`config.mk`:
```
export PLATFORM = sky130hd
export DESIGN_NAME = composition_if_ctrl
export DESIGN_NICKNAME = d
export VERILOG_FILES = /design/src/rtl/composition_if_ctrl.sv
export SDC_FILE = /design/constraint.sdc
export NUM_CORES = 1
export LEC_CHECK = 0
export CAP_MARGIN = 10
export CORE_ASPECT_RATIO = 0.6
export CORE_MARGIN = 2
export CORE_UTILIZATION = 43
export CTS_BUF_LIST = sky130_fd_sc_hd__clkbuf_8
export DETAILED_ROUTE_END_ITERATION = 12
export PLACE_DENSITY = 0.9
export SKIP_CTS_REPAIR_TIMING = 1
export SLEW_MARGIN = 20
export SYNTH_ARGS = -nofsm -noshare
export SYNTH_HDL_FRONTEND = slang
export SYNTH_SLANG_ARGS = --single-unit
```
`constraint.sdc`:
```
create_clock -name CLK -period 4.2 [get_ports CLK]
set_input_delay 1.26 -clock CLK [delete_from_list [all_inputs] [get_ports CLK]]
set_output_delay 1.26 -clock CLK [all_outputs]
set_load 0.02 [all_outputs]
```
`src/rtl/composition_if_ctrl.sv`:
```
// Sequencer for IF(p, f, g): runs predicate p, then exactly one of f / g, over ST/RD/RES handshakes.
// Optional watchdog on both wait phases is enabled by defining COMPOSITION_IF_TIMEOUT_EN.
module composition_if_ctrl #(
  parameter int W   = 16,
  parameter int TMO = 255
) (
  input  logic         CLK,
  input  logic         RST,
  input  logic         ST,
  output logic         RD,
  output logic [W-1:0] RES,
  input  logic [W-1:0] IN1,
  input  logic [W-1:0] IN2,
  input  logic [W-1:0] IN3,
  output logic [W-1:0] ARG1,
  output logic [W-1:0] ARG2,
  output logic [W-1:0] ARG3,
  output logic         P_ST,
  input  logic         P_RD,
  input  logic [W-1:0] P_RES,
  output logic         T_ST,
  input  logic         T_RD,
  input  logic [W-1:0] T_RES,
  output logic         E_ST,
  input  logic         E_RD,
  input  logic [W-1:0] E_RES,
  output logic         COND,
  output logic         ERR
);

  typedef enum logic [2:0] {
    S_IDLE   = 3'd0,
    S_P_ISS  = 3'd1,
    S_P_WAIT = 3'd2,
    S_B_ISS  = 3'd3,
    S_B_WAIT = 3'd4
  } state_t;

  state_t         r_state;
  logic           r_rd;
  logic [W-1:0]   r_res;
  logic [W-1:0]   r_arg1;
  logic [W-1:0]   r_arg2;
  logic [W-1:0]   r_arg3;
  logic           r_p_st;
  logic           r_t_st;
  logic           r_e_st;
  logic           r_cond;

  logic           w_p_true;
  logic           w_br_rd;
  logic [W-1:0]   w_br_res;
  logic           w_waiting;
  logic           w_tmo;

  assign w_p_true  = (P_RES != '0);
  // r_cond already holds this run's predicate outcome while in B_WAIT.
  assign w_br_rd   = r_cond ? T_RD  : E_RD;
  assign w_br_res  = r_cond ? T_RES : E_RES;
  assign w_waiting = ((r_state == S_P_WAIT) && !P_RD) ||
                     ((r_state == S_B_WAIT) && !w_br_rd);

`ifdef COMPOSITION_IF_TIMEOUT_EN
  localparam logic [15:0] TMO_LAST = 16'(TMO - 1);

  logic [15:0] r_wdog;
  logic        r_err;

  assign w_tmo = w_waiting && (r_wdog == TMO_LAST);
  assign ERR   = r_err;

  // Counter restarts on each issue state so both wait phases get the full TMO budget.
  always_ff @(posedge CLK) begin
    if (RST) begin
      r_wdog <= '0;
      r_err  <= 1'b0;
    end else begin
      if ((r_state == S_P_ISS) || (r_state == S_B_ISS)) begin
        r_wdog <= '0;
      end else if (w_waiting) begin
        r_wdog <= r_wdog + 16'd1;
      end
      if ((r_state == S_IDLE) && ST && r_rd) begin
        r_err <= 1'b0;
      end else if (w_tmo) begin
        r_err <= 1'b1;
      end
    end
  end
`else
  assign w_tmo = 1'b0;
  assign ERR   = 1'b0;
`endif

  always_ff @(posedge CLK) begin
    if (RST) begin
      r_state <= S_IDLE;
      r_rd    <= 1'b1;
      r_res   <= '0;
      r_arg1  <= '0;
      r_arg2  <= '0;
      r_arg3  <= '0;
      r_p_st  <= 1'b0;
      r_t_st  <= 1'b0;
      r_e_st  <= 1'b0;
      r_cond  <= 1'b0;
    end else begin
      case (r_state)
        S_IDLE: begin
          if (ST && r_rd) begin
            r_arg1  <= IN1;
            r_arg2  <= IN2;
            r_arg3  <= IN3;
            r_rd    <= 1'b0;
            r_p_st  <= 1'b1;
            r_state <= S_P_ISS;
          end
        end
        // Callee drops its RD on this edge, so P_RD is only meaningful from P_WAIT on.
        S_P_ISS: begin
          r_p_st  <= 1'b0;
          r_state <= S_P_WAIT;
        end
        S_P_WAIT: begin
          if (P_RD) begin
            r_cond  <= w_p_true;
            r_t_st  <= w_p_true;
            r_e_st  <= !w_p_true;
            r_state <= S_B_ISS;
          end else if (w_tmo) begin
            r_res   <= '1;
            r_rd    <= 1'b1;
            r_p_st  <= 1'b0;
            r_t_st  <= 1'b0;
            r_e_st  <= 1'b0;
            r_state <= S_IDLE;
          end
        end
        S_B_ISS: begin
          r_t_st  <= 1'b0;
          r_e_st  <= 1'b0;
          r_state <= S_B_WAIT;
        end
        S_B_WAIT: begin
          if (w_br_rd) begin
            r_res   <= w_br_res;
            r_rd    <= 1'b1;
            r_state <= S_IDLE;
          end else if (w_tmo) begin
            r_res   <= '1;
            r_rd    <= 1'b1;
            r_p_st  <= 1'b0;
            r_t_st  <= 1'b0;
            r_e_st  <= 1'b0;
            r_state <= S_IDLE;
          end
        end
        default: begin
          r_rd    <= 1'b1;
          r_p_st  <= 1'b0;
          r_t_st  <= 1'b0;
          r_e_st  <= 1'b0;
          r_state <= S_IDLE;
        end
      endcase
    end
  end

  assign RD   = r_rd;
  assign RES  = r_res;
  assign ARG1 = r_arg1;
  assign ARG2 = r_arg2;
  assign ARG3 = r_arg3;
  assign P_ST = r_p_st;
  assign T_ST = r_t_st;
  assign E_ST = r_e_st;
  assign COND = r_cond;

endmodule

```
==> results.md, run 1 <==
Timing:
- The number of endpoints with negative hold slack in the final report was 0.
- The post-layout minimum cycle time is 2720 ps.
- Timing would allow up to 367 MHz.
- Measured against its own limit, the worst slew margin works out to 39.9%.
- The clock tree skew after final layout is 8.90 ps.
- Setup repair after global routing left no endpoint under its margin.
- The final number of setup-violating endpoints is 0.
- The number of slew-limit violations in the final report came to 0.
- In the final timing run, aggregate negative setup slack is 0 ps.
- The pin slew with the least headroom to its limit is 901 ps.
- The share of the clock period used by the worst path is 64.8%.

Clock network:
- The CTS root buffer is sky130_fd_sc_hd__clkbuf_8.
- The worst-case clock buffer depth is 2.
- The sink count of the clock tree is 72.
- TritonCTS built the clock tree.
- After clock tree synthesis, the clock-pin slew on the worst setup and hold paths is 80 ps.
- For the worst-skew pair, the clock arrives at the later sink with an insertion delay of 320 ps.
- Buffers inserted during clock tree synthesis total 9.
- The H-tree depth reported by CTS is 3.

Yosys:
- After synthesis, the largest family of logic cells by area is compound AO/OA/AOI/OAI gates.
- The post-synthesis instance total is 344.
- The synthesized net count is 446.
- The unique cell type count in the Yosys netlist is 36.
- The synthesis-stage register bit count is 72.
- The yosys synthesis warning count is 0.
- The mean post-synth cell area is 8.82 sq um.
- Summing the areas of all compound-gate instances in the mapped netlist gives 26.8% of the synthesized area.
- The multiplexer fraction of the synthesized cell area is 5.78%.
- After Yosys synthesis, XOR and XNOR cells account for 0.289% of the synthesized area.
- The synthesized netlist occupies a cell area of 3030 sq um.
- The synthesized netlist devotes 0% of its cell area to adder and majority cells.
- For this run, the register share of the synthesized area comes to 47.5%.
- The simple-gate share of the synthesized area is 12.4%.

Floorplan:
- The die covers 7760 sq um.
- The number of top-level pins is 172.
- For this configuration, the core starts out at a cell density of 44.8%.
- The die outline width is 112 um.
- The area inside the core boundary is 6760 sq um.
- The row count is 23.
- From bottom edge to top edge, the die measures 69.1 um.

Cells and area:
- The number of antenna repair diodes is 0.
- The end-of-flow core utilization is 72.2%.
- The fill cell total of the finished layout is 511.
- The area growth from synthesis to layout is 61.0%.
- The share of final-layout standard cells stronger than drive strength 1 is 7.09%.
- The final layout net count is 592.

Flow run:
- Max-cap violations in this run came to 0.

Status:
- The flow ran to the end, and the final reports show no timing, DRC or antenna violations.

Global route:
- Global routing used 23.9% of the available tracks across all layers.
- Global routing finished with a remaining overflow of 0.
- The pin count of the biggest net entering global routing is 50.
- The global-route wire length before repair is 15,400 um.
- The initial antenna violation count is 0.
- The via count of the first global-routing pass came to 3,147.

Drt:
- The number of antenna-violating nets in the routed design is 0.
- After detailed routing, the number of vias per cell comes to 5.41.
- The count of routing violations after the opening detailed-route iteration is 233.
- For this block, the via count after detailed routing is 3,144.
- For this run, the detailed router's first-pass iteration total came to 4.
- The wire length reported by the detailed router is 9460 um.
- The average wire length per cell after detail routing is 16.3 um.
- In the routed design, unresolved DRC markers number 0.

Min path:
- The class of the most critical hold timing path is reg2reg.

Setup path:
- The worst setup path is launched from an input pin.
- The worst register-to-register path ends at ARG2[6].
- The source of the worst register-to-register timing path is r_state[0].
- In this run the worst setup path terminates at ARG3[12].
- The cell family contributing the most delay on the critical path is simple AND/OR/NAND/NOR gates.
- The number of buffer and inverter instances along the worst setup path is 1.
- Setup slack on the worst reg-to-reg path comes out at 2210 ps.
- The most critical setup path has its startpoint at ST.
- The required time of the critical path is 4440 ps.
- The signal on the critical path passes through clkdlybuf4s50_1, and3b_2, nand3_1, a21oi_1.
- For the worst flop-to-flop path, the logic depth is 4.
- The largest individual stage delay along the critical path comes from the cell sky130_fd_sc_hd__and3b_2.
- The kind of end point of the critical path is a register.
- In this design, the stage delay of the slowest critical-path cell is 800 ps.
- In this run the worst path has a maximum fanout of 49.
- The number of cells on the critical path is 4.
- The arrival time of the worst setup path is 2960 ps.
- The critical path is of the in2reg type.

Power and ir drop:
- For this design the ratio of total power to cell area is 359 nW/um^2.
- The maximum vdd ir drop is 0.261 mV.
- The leakage power figure is 0.00164 uW.

Placed design:
- The congestion estimate from routability-driven global placement came to 0.749.
- Detailed placement finished with a half-perimeter wire length of 6640 um.
- Port buffering added 170 buffers.
-- kinds of logic after synthesis --
logic type      Yosys count
compound gates          140
flops                    72
simple gates             69
buf+inv                  44
mux                      17
xor+xnor                  1
other cells               1
-- stage by stage --
stage          area (sq um)  setup WS (ps)  hold WS (ps)  total power [uW]  instances
2_1_floorplan          3030           2010           519              1020        344
3_3_place_gp           4680           1260           431              1230        565
4_1_cts                4860           1440           455              1760        580
5_1_grt                4880           1390           465              1840        581
3_5_place_dp           4680           1190           445              1240        565
6_report               4880           1480           456              1750        581
-- registers in the layout (all words and copies together), names as in the netlist --
name	flops
ARG3	16
E_ST	1
RES	16
T_ST	1
RD	1
ARG1	16
COND	1
ARG2	16
P_ST	1
r_state	3
-- tightest hold or removal path: cells and delay by family, from the launching register on --
kind / cells / cell delay [ps]
buffers and inverters: 1 / 50
AOI/OAI and AO/OA: 1 / 50
DFF: 1 / 320
-- per-layer routing --
| layer | global-route usage, % | vias up | wire [um] |
|---|---|---|---|
| li1 | - | 1539 | - |
| met1 | 30.3 | 1465 | 4030 |
| met2 | 39.9 | 126 | 4590 |
| met3 | 6.95 | 14 | 703 |
| met4 | 6.78 | 0 | 136 |
| met5 | 0 | - | 0 |
-- cell type report --
| type | instances | area, sq um | area share [%] |
|---|---|---|---|
| timing repair buffer | 175 | 1750 | 35.8 |
| sequential | 72 | 1440 | 29.5 |
| multi-input combinational | 228 | 1390 | 28.4 |
| clock buffer | 10 | 138 | 2.82 |
| tap | 87 | 109 | 2.23 |
| clock inverter | 5 | 48.8 | 0.999 |
| inverter | 4 | 15.0 | 0.307 |
-- worst min path at each step --
stage | depth (start not counted) | end | start | slack, ps
global route | 2 | T_ST | T_ST | 460
finish | 2 | T_ST | T_ST | 460
CTS | 2 | E_ST | E_ST | 460
floorplan | 2 | T_ST | T_ST | 520
global placement | 2 | T_ST | T_ST | 430
detailed placement | 2 | E_ST | E_ST | 450
-- report_power, final --
group          switching [uW]  leakage (uW)  internal (uW)
Combinational             238      0.000945            228
Clock                     238      0.000103            282
Sequential               32.0      0.000587            734
Total                     508       0.00164           1240
-- cell usage in the layout (no fill, tap or decap), drive strengths merged, types with 2 or more instances in the layout --
cell type,n
clkbuf,10
clkdlybuf4s50,169
nor2,2
a211oi,17
nand3,49
o21ai,50
mux2i,16
clkinv,3
inv,5
buf,6
nor4,4
a21oi,67
nand2,2
dfxtp,72
nor3,3
-- synthesized netlist by cell type --
cell                        instances  area, sq um
sky130_fd_sc_hd__buf_6              3         33.8
sky130_fd_sc_hd__nor2b_1            1         6.26
sky130_fd_sc_hd__nand2_1            2         7.51
sky130_fd_sc_hd__nor3b_4            1         18.8
sky130_fd_sc_hd__dfxtp_1           72         1440
sky130_fd_sc_hd__a211oi_2          10          125
sky130_fd_sc_hd__buf_4              4         30.0
sky130_fd_sc_hd__nand4_1            1         6.26
sky130_fd_sc_hd__xnor2_1            1         8.76
sky130_fd_sc_hd__clkbuf_2           1         5.00
sky130_fd_sc_hd__a221o_1            1         10.0
sky130_fd_sc_hd__conb_1             1         3.75
sky130_fd_sc_hd__nor3_1             3         15.0
sky130_fd_sc_hd__mux2_4             1         15.0
sky130_fd_sc_hd__o211ai_1           1         7.51
sky130_fd_sc_hd__o21bai_1           1         7.51
sky130_fd_sc_hd__nand2b_1           1         6.26
sky130_fd_sc_hd__nand3_1           49          245
sky130_fd_sc_hd__or3_1              1         6.26
sky130_fd_sc_hd__or2_1              1         6.26
sky130_fd_sc_hd__clkbuf_1          22         82.6
sky130_fd_sc_hd__nor2_1             2         7.51
sky130_fd_sc_hd__mux2i_1           16          160
sky130_fd_sc_hd__inv_1              4         15.0
sky130_fd_sc_hd__a211oi_1           7         52.6
sky130_fd_sc_hd__o311a_1            1         10.0
sky130_fd_sc_hd__nor4_1             4         25.0
sky130_fd_sc_hd__o2bb2ai_1          1         8.76
sky130_fd_sc_hd__o21ai_0           50          250
sky130_fd_sc_hd__and3b_1            1         8.76
sky130_fd_sc_hd__a21oi_1           67          335
sky130_fd_sc_hd__o22ai_1            1         6.26
sky130_fd_sc_hd__buf_1              1         3.75
sky130_fd_sc_hd__nand3b_1           1         7.51
sky130_fd_sc_hd__and2_4             1         8.76
sky130_fd_sc_hd__buf_2              9         45.0
No activity file was read; power rests on OpenSTA's default activity.
==> run 2: changes to the inputs <==
--- a/config.mk
+++ b/config.mk
@@ -8,10 +8,10 @@
 export CAP_MARGIN = 10
 export CORE_ASPECT_RATIO = 0.6
 export CORE_MARGIN = 2
-export CORE_UTILIZATION = 43
+export CORE_UTILIZATION = 39
 export CTS_BUF_LIST = sky130_fd_sc_hd__clkbuf_8
 export DETAILED_ROUTE_END_ITERATION = 12
-export PLACE_DENSITY = 0.9
+export PLACE_DENSITY = 0.83
 export SKIP_CTS_REPAIR_TIMING = 1
 export SLEW_MARGIN = 20
 export SYNTH_ARGS = -nofsm -noshare
==> constraint.sdc (replaced) <==
create_clock -name CLK -period 2.6 [get_ports CLK]
set_input_delay 0.78 -clock CLK [delete_from_list [all_inputs] [get_ports CLK]]
set_output_delay 0.78 -clock CLK [all_outputs]
set_load 0.02 [all_outputs]
==> results.md, run 2 (synthesis results as in run 1) <==
Status:
- The flow ran to the end, and the final reports show no timing, DRC or antenna violations.

Power and ir drop:
- The net switching power is 832 uW.
- IR analysis of the VDD net gives a maximum drop of 0.346 mV.
- The internal power summed over all cells is 2060 uW.
- The total power per unit cell area is 581 nW/um^2.
- In this run, the combinational gates consume 26.7% of the power.
- The analysis attributes to cell leakage a power of 0.00167 uW.
- The fraction of power spent switching nets is 28.8%.
- The share of total power in the clock network is 30.4%.
- The part of the power in registers is 42.8%.

Timing:
- The setup slack of the critical path after layout is 471 ps.
- In this run the tightest slew margin relative to its limit is 56.8%.
- The number of slew-limit violations in the final report is 0.
- Setup total negative slack on the finished layout was measured at 0 ps.
- Clock skew on the completed layout was measured at 8.73 ps.
- Derived from the worst setup path, the maximum achievable clock frequency is 470 MHz.
- At the pin with the least slew margin, the transition time is 648 ps.
- The final number of setup-violating endpoints is 0.
- The share of the clock period used by the worst path is 81.9%.
- The post-layout minimum cycle time is 2130 ps.
- The number of endpoints with negative hold slack in the final report is 0.
- Setup repair after global routing left no endpoint under its margin.

Placed design:
- In this run the cell area measured after placement is 4770 sq um.
- At the placement stage, the worst setup path has a slack of 243 ps.
- Routability-driven placement finished with a final weighted congestion of 0.752.
- The number of cells after detailed placement is 587.
- Input and output buffers added on the ports amount to 170.
- The placed wire-length estimate is 6900 um.

Drt:
- The count of routing violations after the opening detailed-route iteration is 208.
- The routed design has 9640 um of wire.
- The detail route stage leaves a number of antenna-violating nets equal to 0.
- The detailed-router iteration count before antenna repair is 5.
- The detailed-route DRC error count is 0.
- The via density per instance is 5.23.
- In the final routed layout, each cell accounts on average for 16.0 um.
- The routed layout has 3,155 vias.

Setup path:
- On the critical path the largest part of the delay comes from buffers and inverters.
- Data on the critical path is required at its endpoint by 1820 ps.
- The worst setup path is captured at an output port.
- The flop-to-flop setup slack is 800 ps.
- The worst stage delay on the critical path is 640 ps.
- The critical path launch point type is a register.
- The maximum fanout along the worst path is 4.
- The number of buffers and inverters on the critical path is 1.
- The worst setup path is of the reg2out kind.
- Traced cell by cell, the critical path runs through clkdlybuf4s50_1.
- STA puts the critical path data arrival time at 1350 ps.
- Among all stages on the critical path, the largest delay is contributed by sky130_fd_sc_hd__clkdlybuf4s50_1.

Global route:
- The initial antenna violation count is 0.
- The via count of the first global-routing pass is 3,138.
- The total grt overflow is 0.
- Entering global routing, the biggest net connects 50 pins.
- The first global-routing pass estimated 15,500 um of wire.
- The overall fraction of global-route tracks in use is 22.6%.

Cells and area:
- Leaving out filler cells and counting taps, the final layout contains 603.
- At the end of the flow the core is filled with cells to 67.3%.
- The final layout contains 596 nets.
- The area growth from synthesis to layout is 63.9%.
- The share of final-layout standard cells stronger than drive strength 1 is 7.82%.
- Leaving out fill and tap cells, the most frequent cell in the layout is sky130_fd_sc_hd__clkdlybuf4s50_1.
- The area of all placed cells without fillers is 4970 sq um.
- The top cell types in the final layout, fill and taps aside, are sky130_fd_sc_hd__clkdlybuf4s50_1, sky130_fd_sc_hd__dfxtp_1, sky130_fd_sc_hd__a21oi_1, sky130_fd_sc_hd__o21ai_0, sky130_fd_sc_hd__nand3_1.
- The number of antenna repair diodes is 0.

Clock network:
- The register clock-pin slew on the reported worst setup and hold paths is 70 ps.
- The CTS root buffer is sky130_fd_sc_hd__clkbuf_8.
- At the later pin of the worst-skew pair, clock insertion delay measures 340 ps.
- The worst-case clock buffer depth is 2.
- For this design, the sink count on the clock tree is 72.
- The TritonCTS clock tree is yes.
- Counting the buffers created by CTS gives 9.
- The clock tree synthesis step divided the H-tree into 3 levels.

Floorplan:
- The starting utilization of the core area is 41.1%.
- Row generation in the floorplan step produced 24 rows.
- The die covers 8520 sq um.
- The die is 72.3 um tall.
- The die is 118 um wide.
- The area inside the core boundary is 7390 sq um.
- For this design the top-level I/O count stands at 172.

Min path:
- The worst hold path belongs to the class reg2reg.

Flow run:
- The tool flagged a number of max-cap violations equal to 0.
run 2: layout make-up:
type                    count  area, sq um
repair buffers            179         1800
fillers                   585         2410
inverters                   4         15.0
flip-flops and latches     72         1440
clock buffers              11          151
clock inverters             5         47.5
multi-input cells         228         1390
well taps                 104          130
run 2: worst paths after layout:
check / startpoint / endpoint / cells past startpoint
worst min register to register: T_ST / T_ST / 2
worst max-delay path: RD / RD / 1
worst min-delay path: T_ST / T_ST / 2
worst max register to register: r_state[2] / RES[15] / 4
run 2: metal layers:
layer  wire length (um)  GRT usage (%)  vias to the layer above
met5                  0              0                        -
met4                120           7.76                        0
met2               4510           35.2                      139
met3                871           9.91                       12
met1               4130           28.3                     1464
li1                   -              -                     1540
run 2: stage by stage:
step,total power (uW),hold slack (ps)
4_1_cts,2920,469
2_1_floorplan,1640,519
6_report,2890,470
3_5_place_dp,2040,460
5_1_grt,3020,497
3_3_place_gp,2020,432
run 2: power by group through the flow:
| stage | Combinational [uW] | Clock (uW) | Sequential, uW |
|---|---|---|---|
| 4_1_cts | 779 | 899 | 1240 |
| 2_1_floorplan | 302 | 0 | 1340 |
| 3_3_place_gp | 758 | 0 | 1260 |
| 5_1_grt | 835 | 940 | 1250 |
| 3_5_place_dp | 775 | 0 | 1260 |
| 6_report | 772 | 879 | 1240 |
